File: src/rtl/enc_sched_pkg.sv
// Shared types and helpers for the encoded grant scheduler.
// Latency: n/a (types and pure functions). Backpressure: n/a.
// No configuration macros are used here.
package enc_sched_pkg;

    localparam int NREQ = 8;
    localparam int IDXW = 3;

    typedef enum logic [1:0] {
        IDLE  = 2'd0,
        GRANT = 2'd1,
        GAP   = 2'd2
    } state_t;

    // Callers guarantee one-hot input; a zero vector maps to index 0.
    function automatic logic [IDXW-1:0] onehot_to_idx(input logic [NREQ-1:0] oh);
        logic [IDXW-1:0] idx;
        idx = '0;
        for (int i = 0; i < NREQ; i++) begin
            if (oh[i]) begin
                idx = idx | IDXW'(i);
            end
        end
        return idx;
    endfunction

endpackage

File: src/rtl/enc_prio_pick.sv
// Combinational winner pick: first set request scanning downward from a start index.
// Latency: 0 cycles (pure combinational). Backpressure: none, evaluated every cycle.
// WRAP=0 stops the scan at index 0; WRAP=1 continues from NREQ-1 down to start+1.
module enc_prio_pick
    import enc_sched_pkg::*;
#(
    parameter bit WRAP = 1'b0
) (
    input  logic [NREQ-1:0] req,
    input  logic [IDXW-1:0] start,
    output logic [IDXW-1:0] pick_idx,
    output logic            pick_vld
);

    logic [IDXW-1:0] cand;

    always_comb begin
        pick_idx = '0;
        pick_vld = 1'b0;
        cand     = '0;
        for (int i = 0; i < NREQ; i++) begin
            cand = start - IDXW'(i);
            if (!pick_vld && req[cand] && (WRAP || i <= int'(start))) begin
                pick_idx = cand;
                pick_vld = 1'b1;
            end
        end
    end

endmodule

File: src/rtl/enc_req_scheduler.sv
// Shares one encoded grant link among 8 requesters: bounded tenure, one-cycle gap.
// Latency: request to grant 1 cycle; minimum 2 dead cycles between tenures.
// Backpressure: owner holds until release, request drop or MAX_HOLD expiry; ENC_REQ_SCHED_RR_EN selects round-robin.
module enc_req_scheduler
    import enc_sched_pkg::*;
#(
    parameter int MAX_HOLD = 15,
    parameter int HOLD_W   = 4
) (
    input  logic            CLK,
    input  logic            RST,
    input  logic [NREQ-1:0] req_in,
    input  logic            EN_release,
    output logic [NREQ-1:0] grant_onehot,
    output logic [IDXW-1:0] grant_idx,
    output logic            RDY_grant,
    output logic            timeout_pulse
);

    state_t          state;
    logic [HOLD_W-1:0] hold_cnt;
    logic [IDXW-1:0] pick_start;
    logic [IDXW-1:0] pick_idx;
    logic            pick_vld;
    logic            owner_req;
    logic            expire;
    logic            grant_exit;

`ifdef ENC_REQ_SCHED_RR_EN
    localparam bit PICK_WRAP = 1'b1;
    logic [IDXW-1:0] rr_ptr;
    assign pick_start = rr_ptr - IDXW'(1);
`else
    localparam bit PICK_WRAP = 1'b0;
    assign pick_start = IDXW'(NREQ - 1);
`endif

    enc_prio_pick #(
        .WRAP (PICK_WRAP)
    ) u_pick (
        .req      (req_in),
        .start    (pick_start),
        .pick_idx (pick_idx),
        .pick_vld (pick_vld)
    );

    // Owner's request line is looked up through the one-hot register so the
    // drop check follows exactly the grant the consumer sees.
    assign owner_req  = req_in[onehot_to_idx(grant_onehot)];
    assign expire     = (hold_cnt == HOLD_W'(MAX_HOLD - 1));
    assign grant_exit = EN_release || !owner_req || expire;

    always_ff @(posedge CLK) begin
        if (RST) begin
            state         <= IDLE;
            grant_onehot  <= '0;
            grant_idx     <= '0;
            RDY_grant     <= 1'b0;
            timeout_pulse <= 1'b0;
            hold_cnt      <= '0;
`ifdef ENC_REQ_SCHED_RR_EN
            rr_ptr        <= IDXW'(NREQ - 1);
`endif
        end else begin
            case (state)
                IDLE: begin
                    timeout_pulse <= 1'b0;
                    if (pick_vld) begin
                        state        <= GRANT;
                        grant_idx    <= pick_idx;
                        grant_onehot <= NREQ'(1) << pick_idx;
                        RDY_grant    <= 1'b1;
                        hold_cnt     <= '0;
`ifdef ENC_REQ_SCHED_RR_EN
                        rr_ptr       <= pick_idx;
`endif
                    end
                end
                GRANT: begin
                    if (grant_exit) begin
                        state         <= GAP;
                        grant_onehot  <= '0;
                        grant_idx     <= '0;
                        RDY_grant     <= 1'b0;
                        hold_cnt      <= '0;
                        // Release or a dropped request on the expiry edge suppresses the pulse.
                        timeout_pulse <= expire && !EN_release && owner_req;
                    end else begin
                        hold_cnt <= hold_cnt + HOLD_W'(1);
                    end
                end
                GAP: begin
                    state         <= IDLE;
                    timeout_pulse <= 1'b0;
                end
                default: begin
                    state         <= IDLE;
                    grant_onehot  <= '0;
                    grant_idx     <= '0;
                    RDY_grant     <= 1'b0;
                    timeout_pulse <= 1'b0;
                    hold_cnt      <= '0;
                end
            endcase
        end
    end

endmodule
File: config.mk
export PLATFORM = sky130hd
export DESIGN_NAME = enc_req_scheduler
export DESIGN_NICKNAME = d
export VERILOG_FILES = /design/src/rtl/enc_sched_pkg.sv /design/src/rtl/enc_prio_pick.sv /design/src/rtl/enc_req_scheduler.sv
export SDC_FILE = /design/constraint.sdc
export NUM_CORES = 1
export LEC_CHECK = 0
export CAP_MARGIN = 25
export CORE_MARGIN = 2
export CORE_UTILIZATION = 44
export DETAILED_ROUTE_END_ITERATION = 8
export PLACE_DENSITY = 0.81
export SYNTH_ARGS = -nofsm -noshare
export SYNTH_HDL_FRONTEND = slang
export SYNTH_SLANG_ARGS = --single-unit
File: constraint.sdc
create_clock -name CLK -period 2.15 [get_ports CLK]
set_input_delay 0.43 -clock CLK [delete_from_list [all_inputs] [get_ports CLK]]
set_output_delay 0.43 -clock CLK [all_outputs]
set_load 0.1 [all_outputs]
-- After elaboration in Yosys (flattened, before gate mapping)
Index checks and enable logic that the tools add are counted.
- bits in registers: 19
- add/sub/neg operators: 1
- $lt $le $gt $ge: 1
- eq/ne operators: 5
- shifts and indexed selects: 1
- multiplexer cells: 40
- bitwise logic cells: 2
- reductions and logical operators: 25
- operator list (kind ; count):
    $mux 3 ; 14
    $pmux 8 s3 ; 1
    $mux 8 ; 2
    $mux 1 ; 12
    $pmux 4 s3 ; 1
    $logic_and 1x1->1 ; 9
    $logic_not 1->1 ; 9
    $pmux 3 s3 ; 1
    $mux 2 ; 4
    $mux 4 ; 2
    $shl 1x3->8 const A ; 1
    $add 4x1->4 const B ; 1
    $eq 4x4->1 const B ; 1
    $lt 3x4->1 const B ; 1
    $ne 2x2->1 const B ; 2
    $pmux 2 s2 ; 1
    $reduce_and 2->1 ; 2
    $bmux 1 s3 ; 1
    $pmux 1 s3 ; 1
    $reduce_and 3->1 ; 1
    $eq 2x1->1 const B ; 1
    $eq 2x2->1 const B ; 1
    $logic_not 2->1 ; 1
    $logic_or 1x1->1 ; 2
    2 further kinds ; 3

-- Logic depth before layout (Yosys ltp)
Gate-level depths: netlist (run 1).
- depth in word-level cells: 25
- gate-level depth with buffers: 8
- depth with buffers taken out: 6

-- Cells and area by module
Synthesis (run 1) repeated with hierarchy kept, for this count alone.
- cells, all modules: 188
- area, all modules: 1814.2 um^2
- by module, submodules not included (module ; times used ; cells each ; area each (um^2) ; seq. area each (um^2)):
    enc_req_scheduler ; 1 ; 94 ; 914.6 ; 380.4
    enc_prio_pick ; 1 ; 94 ; 899.6 ; 0.0

-- Worst setup path after synthesis (run 1)
OpenSTA, ideal clock, no wires.
- kind: flip-flop to flip-flop
- start point: register grant_onehot[5]
- end point: register grant_onehot[4]
- library setup time: 0.138 ns
- arrival time: 2.407 ns
- setup slack: -0.395 ns
- stages on the path, launching flop included: 7
- buffers on the path: 1
- clock period less this slack: 2.545 ns
- cells stage by stage: dfxtp_1 -> nor4_2 -> mux4_1 -> mux2_4 -> a21oi_4 -> buf_8 -> o32ai_2
- word-level cells in the longest chain between the ends: 10
- RTL lines (what ; line ; text):
    start, declared ; enc_req_scheduler.sv:14 ; output logic [NREQ-1:0] grant_onehot,
    start signal, assigned ; enc_req_scheduler.sv:71 ; grant_onehot <= NREQ'(1) << pick_idx;
    $mux 3 (3 in series) ; enc_sched_pkg.sv:20 ; if (oh[i]) begin
    $bmux 1 s3 ; enc_req_scheduler.sv:49 ; assign owner_req = req_in[onehot_to_idx(grant_onehot)];
    $mux 1 (implied by the code) ; enc_req_scheduler.sv:49 ;
    $logic_not 1->1 ; enc_req_scheduler.sv:51 ; assign grant_exit = EN_release || !owner_req || expire;
    $logic_or 1x1->1 (2 in series) ; enc_req_scheduler.sv:51 ;
    $ne 2x2->1 (no source line) ; - ;
    $reduce_and 3->1 (no source line) ; - ;
Every way passes these cells. The select of a mux whose other input is x is not followed.
A chain may end at the register's enable or synchronous reset.

-- Worst setup path after layout (run 1)
- start point: register grant_onehot[5]
- end point: register grant_idx[0]
- word-level cells in the longest chain between the ends: 10
- RTL lines (what ; line ; text):
    $mux 3 (3 in series) ; enc_sched_pkg.sv:20 ;
    $bmux 1 s3 ; enc_req_scheduler.sv:49 ;
    $mux 1 (implied by the code) ; enc_req_scheduler.sv:49 ;
    $logic_not 1->1 ; enc_req_scheduler.sv:51 ;
    $logic_or 1x1->1 (2 in series) ; enc_req_scheduler.sv:51 ;
    $ne 2x2->1 (no source line) ; - ;
    $reduce_and 3->1 (no source line) ; - ;
    end signal, assigned ; enc_req_scheduler.sv:70 ; grant_idx <= pick_idx;
    end, declared ; enc_req_scheduler.sv:15 ; output logic [IDXW-1:0] grant_idx,
Every way passes these cells. The select of a mux whose other input is x is not followed.

==> results of run 1 <==
==> timing repair <==
action                     in CTS  in global routing
setup buffers                   0                  1
resized for setup               0                  0
hold endpoints to repair        0                  0
setup endpoints to repair       0                 13
==> cell usage after synthesis (3+ instances only) <==
cell type and n:
a31oi_1 3, dfxtp_1 19, inv_1 8, nand2_1 9
nand2b_1 8, nand3_1 6, nor2_1 8, o21ai_2 7
o32ai_1 3
==> metrics by stage <==
stage / hold WS, ps / power (mW) / area (sq um) / instances / TNS [ps]
floorplan: 466.6 / 0.6757 / 1055 / 109 / -63.10
global placement: 464.7 / 0.7862 / 1430 / 177 / -239.5
detailed placement: 469.5 / 0.7947 / 1430 / 177 / -737.7
CTS: 487.3 / 0.9783 / 1458 / 181 / 0
global route: 512.4 / 1.022 / 1465 / 182 / -404.7
finish: 483.6 / 0.9772 / 1465 / 182 / 0
==> worst max-delay path, cell delays in order, from the launching register on <==
cell,delay (ps)
dfxtp_4,380
nor4_4,350
mux4_2,550
mux2_4,340
a21oi_4,150
buf_12,160
o32ai_1,80
==> how the worst max path moves through the flow <==
stage / start / endpoint / slack (ps) / depth (start not counted)
finish: grant_onehot[5] / grant_idx[0] / 20 / 6
global route: grant_onehot[5] / grant_onehot[1] / -60 / 6
CTS: grant_onehot[3] / grant_idx[0] / 4 / 6
detailed placement: req_in[4] / grant_idx[2] / -120 / 8
floorplan: grant_onehot[3] / grant_onehot[4] / -30 / 6
global placement: req_in[4] / grant_onehot[0] / -50 / 7
==> flip-flops by register name (all words and copies together), names as in the netlist <==
name and cells:
grant_onehot 8, state 2, timeout_pulse 1, RDY_grant 1, hold_cnt 4, grant_idx 3
==> area by class of cell <==
cell class,count,area [sq um]
timing repair buffer,45,375.4
fill,193,747.0
clock inverter,1,5.005
sequential,19,397.9
inverter,8,30.03
multi-input combinational,78,599.3
clock buffer,3,22.52
tap,28,35.03
==> layer usage <==
layer / vias up / global-route usage (%) / share of wire (%)
li1: 496 / - / -
met1: 457 / 24.02 / 46
met2: 22 / 33.13 / 50
met3: 2 / 3.429 / 3.7
met4: 0 / 7.692 / 0.70
met5: - / 0 / 0
==> power breakdown <==
group | internal (mW) | leakage (nW) | switching (mW)
clock | 0.0693 | 0.0177 | 0.113
combinational | 0.155 | 0.421 | 0.245
sequential | 0.374 | 0.159 | 0.0207
==> kinds of logic after synthesis <==
kind of cell	synth area share, %
flip-flops	36.71
AO/OA/AOI/OAI	20.90
adder cells (fa/ha/maj)	2.415
multiplexers	6.521
buffers and inverters	5.555
AND/OR/NAND/NOR	27.90
==> impl_metrics.env, run 1 <==
export IMPL_status="completed"
export IMPL_final_common_cell="buf_4"
export IMPL_ir_drop_uv=404.4
export IMPL_synth_edff_count=0
export IMPL_grt_pass1_wl_um=3877
export IMPL_relSlewSlack_pct=75.96
export IMPL_area_delta_synth_final_pct=41.43
export IMPL_reg2reg_depth=6
export IMPL_fin_crit_sh_pct=99.20
export IMPL_start_kind="flop"
export IMPL_ys_flop_type="dfxtp_1"
export IMPL_drv_cap=0
export IMPL_worst_slack_ps=17.29
export IMPL_clk_latency_ps=300
export IMPL_ctsHtreeMaxLevel=1
export IMPL_rsz0062_at_grt="yes"
export IMPL_clock_skew_ps=9.220
export IMPL_powerDensity_mw_per_mm2=666.9
export IMPL_syn_avg_cell_area_sq_um=9.505
export IMPL_ys_seq_elements=19
export IMPL_portBuffers=23
export IMPL_synthesis_nets=122
export IMPL_rrSetupSlack_ps=20
export IMPL_gp_congestion=0.7967
export IMPL_fin_crit_ps=2133
export IMPL_die_w_um=52.53
export IMPL_hold_path_class="reg -> reg"
export IMPL_yosys_warnings=0
export IMPL_yosys_top_cells_area="dfxtp_1 37%, o21ai_2 5.9%, mux4_1 5.1%"
export IMPL_max_freq_mhz=468.9
export IMPL_synth_seq_area_share_pct=36.71
export IMPL_final_layout_size_suffix_gt1_share_pct=40.26
export IMPL_grt_max_degree=13
export IMPL_hold_violations=0
export IMPL_drc=0
export IMPL_gr_total_overflow=0
export IMPL_clkSinkCount=19
export IMPL_crit_arrival_ps=2310
export IMPL_leakage_nw=0.5980
export IMPL_synth_cell_types=37
export IMPL_nNetsFinal=168
export IMPL_root_buffer="clkbuf_4"
export IMPL_firstDrtPassIters=4
export IMPL_postRouteAntennaNets=0
export IMPL_drtIter0Drc=23
export IMPL_row_count=17
export IMPL_slew_violations=0
export IMPL_clk_pin_slew_ps=120
export IMPL_wl_per_cell_um=13.34
export IMPL_viasPerCell=5.368
export IMPL_final_core_util_pct=66.23
export IMPL_mostFrequentLayoutCells="34 x buf_4, 13 x dfxtp_1, 10 x clkdlybuf4s50_1"
export IMPL_min_path_cells=2
export IMPL_synthCells=109
export IMPL_track_usage_pct=19.42
export IMPL_setup_viol_count_final=0
export IMPL_place_ws_ps=-116.8
export IMPL_grt_pass1_vias=911
export IMPL_dp_hpwl_um=1965
export IMPL_required_ps=2330
export IMPL_syn_area_sq_mm=0.001036
export IMPL_yosysTopAreaCell="dfxtp_1"
export IMPL_core_area_sq_mm=0.002212
export IMPL_dieArea_sq_mm=0.002759
export IMPL_wirelength_um=2427
export IMPL_whs_endpoint="grant_onehot[0]"
export IMPL_reg2reg_from="grant_onehot[5]"
export IMPL_holdBufCountCts=0
export IMPL_antenna_found_initial=0
export IMPL_r2r_end="grant_idx[0]"
export IMPL_async_reset_ff_share_pct=0
export IMPL_cts_buffers=3
export IMPL_diodes=0
export IMPL_synth_top_area_share_pct=36.71
export IMPL_clk_path_buf_depth=2
export IMPL_end_kind="flop"
export IMPL_crit_type="reg -> reg"
export IMPL_crit_fanout=12
export IMPL_min_from="grant_onehot[0]"
export IMPL_worst_pin_slew_ps=357.3
export IMPL_route_vias_total=977
export IMPL_io_pins=24
export IMPL_initial_core_util_pct=46.83
export IMPL_cts_tree="built"
export IMPL_die_y_um=52.53
(Power assumes the default switching activity.)
==> inputs of run 2 (changes only) <==
--- a/config.mk
+++ b/config.mk
@@ -10,6 +10,7 @@
 export CORE_UTILIZATION = 44
 export DETAILED_ROUTE_END_ITERATION = 8
 export PLACE_DENSITY = 0.81
+export RECOVER_POWER = 100
 export SYNTH_ARGS = -nofsm -noshare
 export SYNTH_HDL_FRONTEND = slang
 export SYNTH_SLANG_ARGS = --single-unit
==> impl_metrics.env, run 2 (synthesized netlist as in run 1, its figures left out) <==
export IMPL_max_freq_mhz=469.2
export IMPL_start_kind="flop"
export IMPL_cts_tree="built"
export IMPL_postRouteAntennaNets=0
export IMPL_final_common_cell="buf_4"
export IMPL_gr_total_overflow=0
export IMPL_wirelength_um=2410
export IMPL_fin_crit_ps=2131
export IMPL_grt_busiest_layer="met2"
export IMPL_mostFrequentLayoutCells="23 x buf_4, 13 x dfxtp_1, 11 x clkbuf_2"
export IMPL_setup_viol_count_final=0
export IMPL_drv_cap=0
export IMPL_slew_violations=0
export IMPL_route_vias_total=964
export IMPL_internal_power_mw=0.5878
export IMPL_worst_pin_slew_ps=555.9
export IMPL_required_ps=2330
export IMPL_clock_power_share_pct=18.8
export IMPL_status="completed"
export IMPL_grt_pass1_vias=911
export IMPL_ctsHtreeMaxLevel=1
export IMPL_row_count=17
export IMPL_grt_max_degree=13
export IMPL_final_core_util_pct=64.99
export IMPL_p_switching_mw=0.3780
export IMPL_grt_pass1_wl_um=3877
export IMPL_crit_type="reg -> reg"
export IMPL_top_regs="grant_onehot (8), hold_cnt (4), grant_idx (3)"
export IMPL_nNetsFinal=168
export IMPL_regMostFlops="grant_onehot"
export IMPL_whs_ps=482.1
export IMPL_crit_slowest_cell="mux4_2"
export IMPL_final_cell_area_sq_mm=0.001438
export IMPL_seq_power_share_pct=40.8
export IMPL_crit_arrival_ps=2310
export IMPL_stdcell_count=182
export IMPL_antenna_found_initial=0
export IMPL_clk_path_buf_depth=2
export IMPL_initial_core_util_pct=46.83
export IMPL_cts_buffers=3
export IMPL_end_kind="flop"
export IMPL_io_pins=24
export IMPL_drtIter0Drc=22
export IMPL_dpl_cell_count=177
export IMPL_switching_share_pct=39.14
export IMPL_leakage_nw=0.5895
export IMPL_grt_use_met2_pct=33.13
export IMPL_dieArea_sq_mm=0.002759
export IMPL_root_buffer="clkbuf_4"
export IMPL_area_delta_synth_final_pct=38.77
export IMPL_wl_per_cell_um=13.24
export IMPL_hold_violations=0
export IMPL_clk_latency_ps=300
export IMPL_rsz0062_at_grt="yes"
export IMPL_drc=0
export IMPL_clkSinkCount=19
export IMPL_place_area_sq_mm=0.001430
export IMPL_ir_drop_uv=403.3
export IMPL_slowest_delay_ps=550
export IMPL_crit_fanout=12
export IMPL_die_y_um=52.53
export IMPL_largest_reg_flops=8
export IMPL_viasPerCell=5.297
export IMPL_post_cts_resized=0
export IMPL_powerDensity_mw_per_mm2=671.8
export IMPL_core_area_sq_mm=0.002212
export IMPL_firstDrtPassIters=4
export IMPL_gp_congestion=0.7967
export IMPL_dp_hpwl_um=1965
export IMPL_met3_usage_pct=3.429
export IMPL_hold_path_class="reg -> reg"
export IMPL_holdBufCountCts=0
export IMPL_pwr_share_comb_pct=40.4
export IMPL_fin_crit_sh_pct=99.13
export IMPL_crit_family="multiplexers"
export IMPL_path_cells="nor4_4 > mux4_2 > mux2_4 > a21oi_4 > buf_12 > o32ai_1"
export IMPL_die_w_um=52.53
export IMPL_portBuffers=23
export IMPL_final_layout_size_suffix_gt1_share_pct=40.26
export IMPL_grt_use_met1_pct=24.02
export IMPL_clock_skew_ps=7.584
export IMPL_path_buf_inv=1
export IMPL_track_usage_pct=19.42
export IMPL_clk_pin_slew_ps=110
export IMPL_diodes=0
export IMPL_relSlewSlack_pct=63.09
export IMPL_tns_ps=0
==> run 2: worst register-to-register path, cell delays in order, from the launching register on <==
cell and delay [ps]:
dfxtp_4 380, nor4_4 350, mux4_2 550, mux2_4 340, a21oi_4 160, buf_12 160, o32ai_1 80
==> run 2: stage by stage <==
| stage | setup WS, ps | power [mW] |
|---|---|---|
| after detailed placement | -116.8 | 0.7947 |
| after CTS | 3.623 | 0.9783 |
| after global placement | -50.38 | 0.7862 |
| after floorplan | -30.56 | 0.6757 |
| final | 18.63 | 0.9658 |
| after global routing | -62.90 | 1.012 |
==> run 2: final cells by class <==
class | count | area (sq um)
Timing Repair Buffer | 45 | 347.8
Sequential cell | 19 | 397.9
Inverter | 8 | 30.03
Clock inverter | 1 | 5.005
Tap cell | 28 | 35.03
Multi-Input combinational cell | 78 | 599.3
Clock buffer | 3 | 22.52
Fill cell | 200 | 774.5
==> run 2: layer usage <==
layer,up-vias,part of all wire [%]
li1,494,-
met2,20,50
met4,0,0.71
met5,-,0
met3,2,3.8
met1,448,46
==> run 2: timing repair <==
action                     in CTS  in global routing
setup endpoints to repair       0                 13
hold endpoints to repair        0                  0
setup buffers                   0                  1
==> run 2: path summary, 6_finish.rpt <==
check	slack (ps)	to	from	cells after the start
worst min-delay path	480	grant_onehot[0]	grant_onehot[0]	2
worst max register to register	20	grant_idx[0]	grant_onehot[5]	6
worst min register to register	480	grant_onehot[0]	grant_onehot[0]	2
worst max-delay path	20	grant_idx[0]	grant_onehot[5]	6
==> run 2: power by group through the flow <==
stage / sequential (mW) / clock, mW / combinational, mW
2_1_floorplan: 0.524 / 0 / 0.151
3_3_place_gp: 0.401 / 0 / 0.385
3_5_place_dp: 0.402 / 0 / 0.392
4_1_cts: 0.394 / 0.191 / 0.393
5_1_grt: 0.397 / 0.204 / 0.411
6_report: 0.394 / 0.182 / 0.390
==> inputs of run 3 (changes only) <==
--- a/config.mk
+++ b/config.mk
@@ -9,6 +9,7 @@
 export CORE_MARGIN = 2
 export CORE_UTILIZATION = 44
 export DETAILED_ROUTE_END_ITERATION = 8
+export GPL_ROUTABILITY_DRIVEN = 0
 export PLACE_DENSITY = 0.81
 export RECOVER_POWER = 100
 export SYNTH_ARGS = -nofsm -noshare
==> results of run 3 <==
Final layout, timing and power as in run 2 (identical DEF).
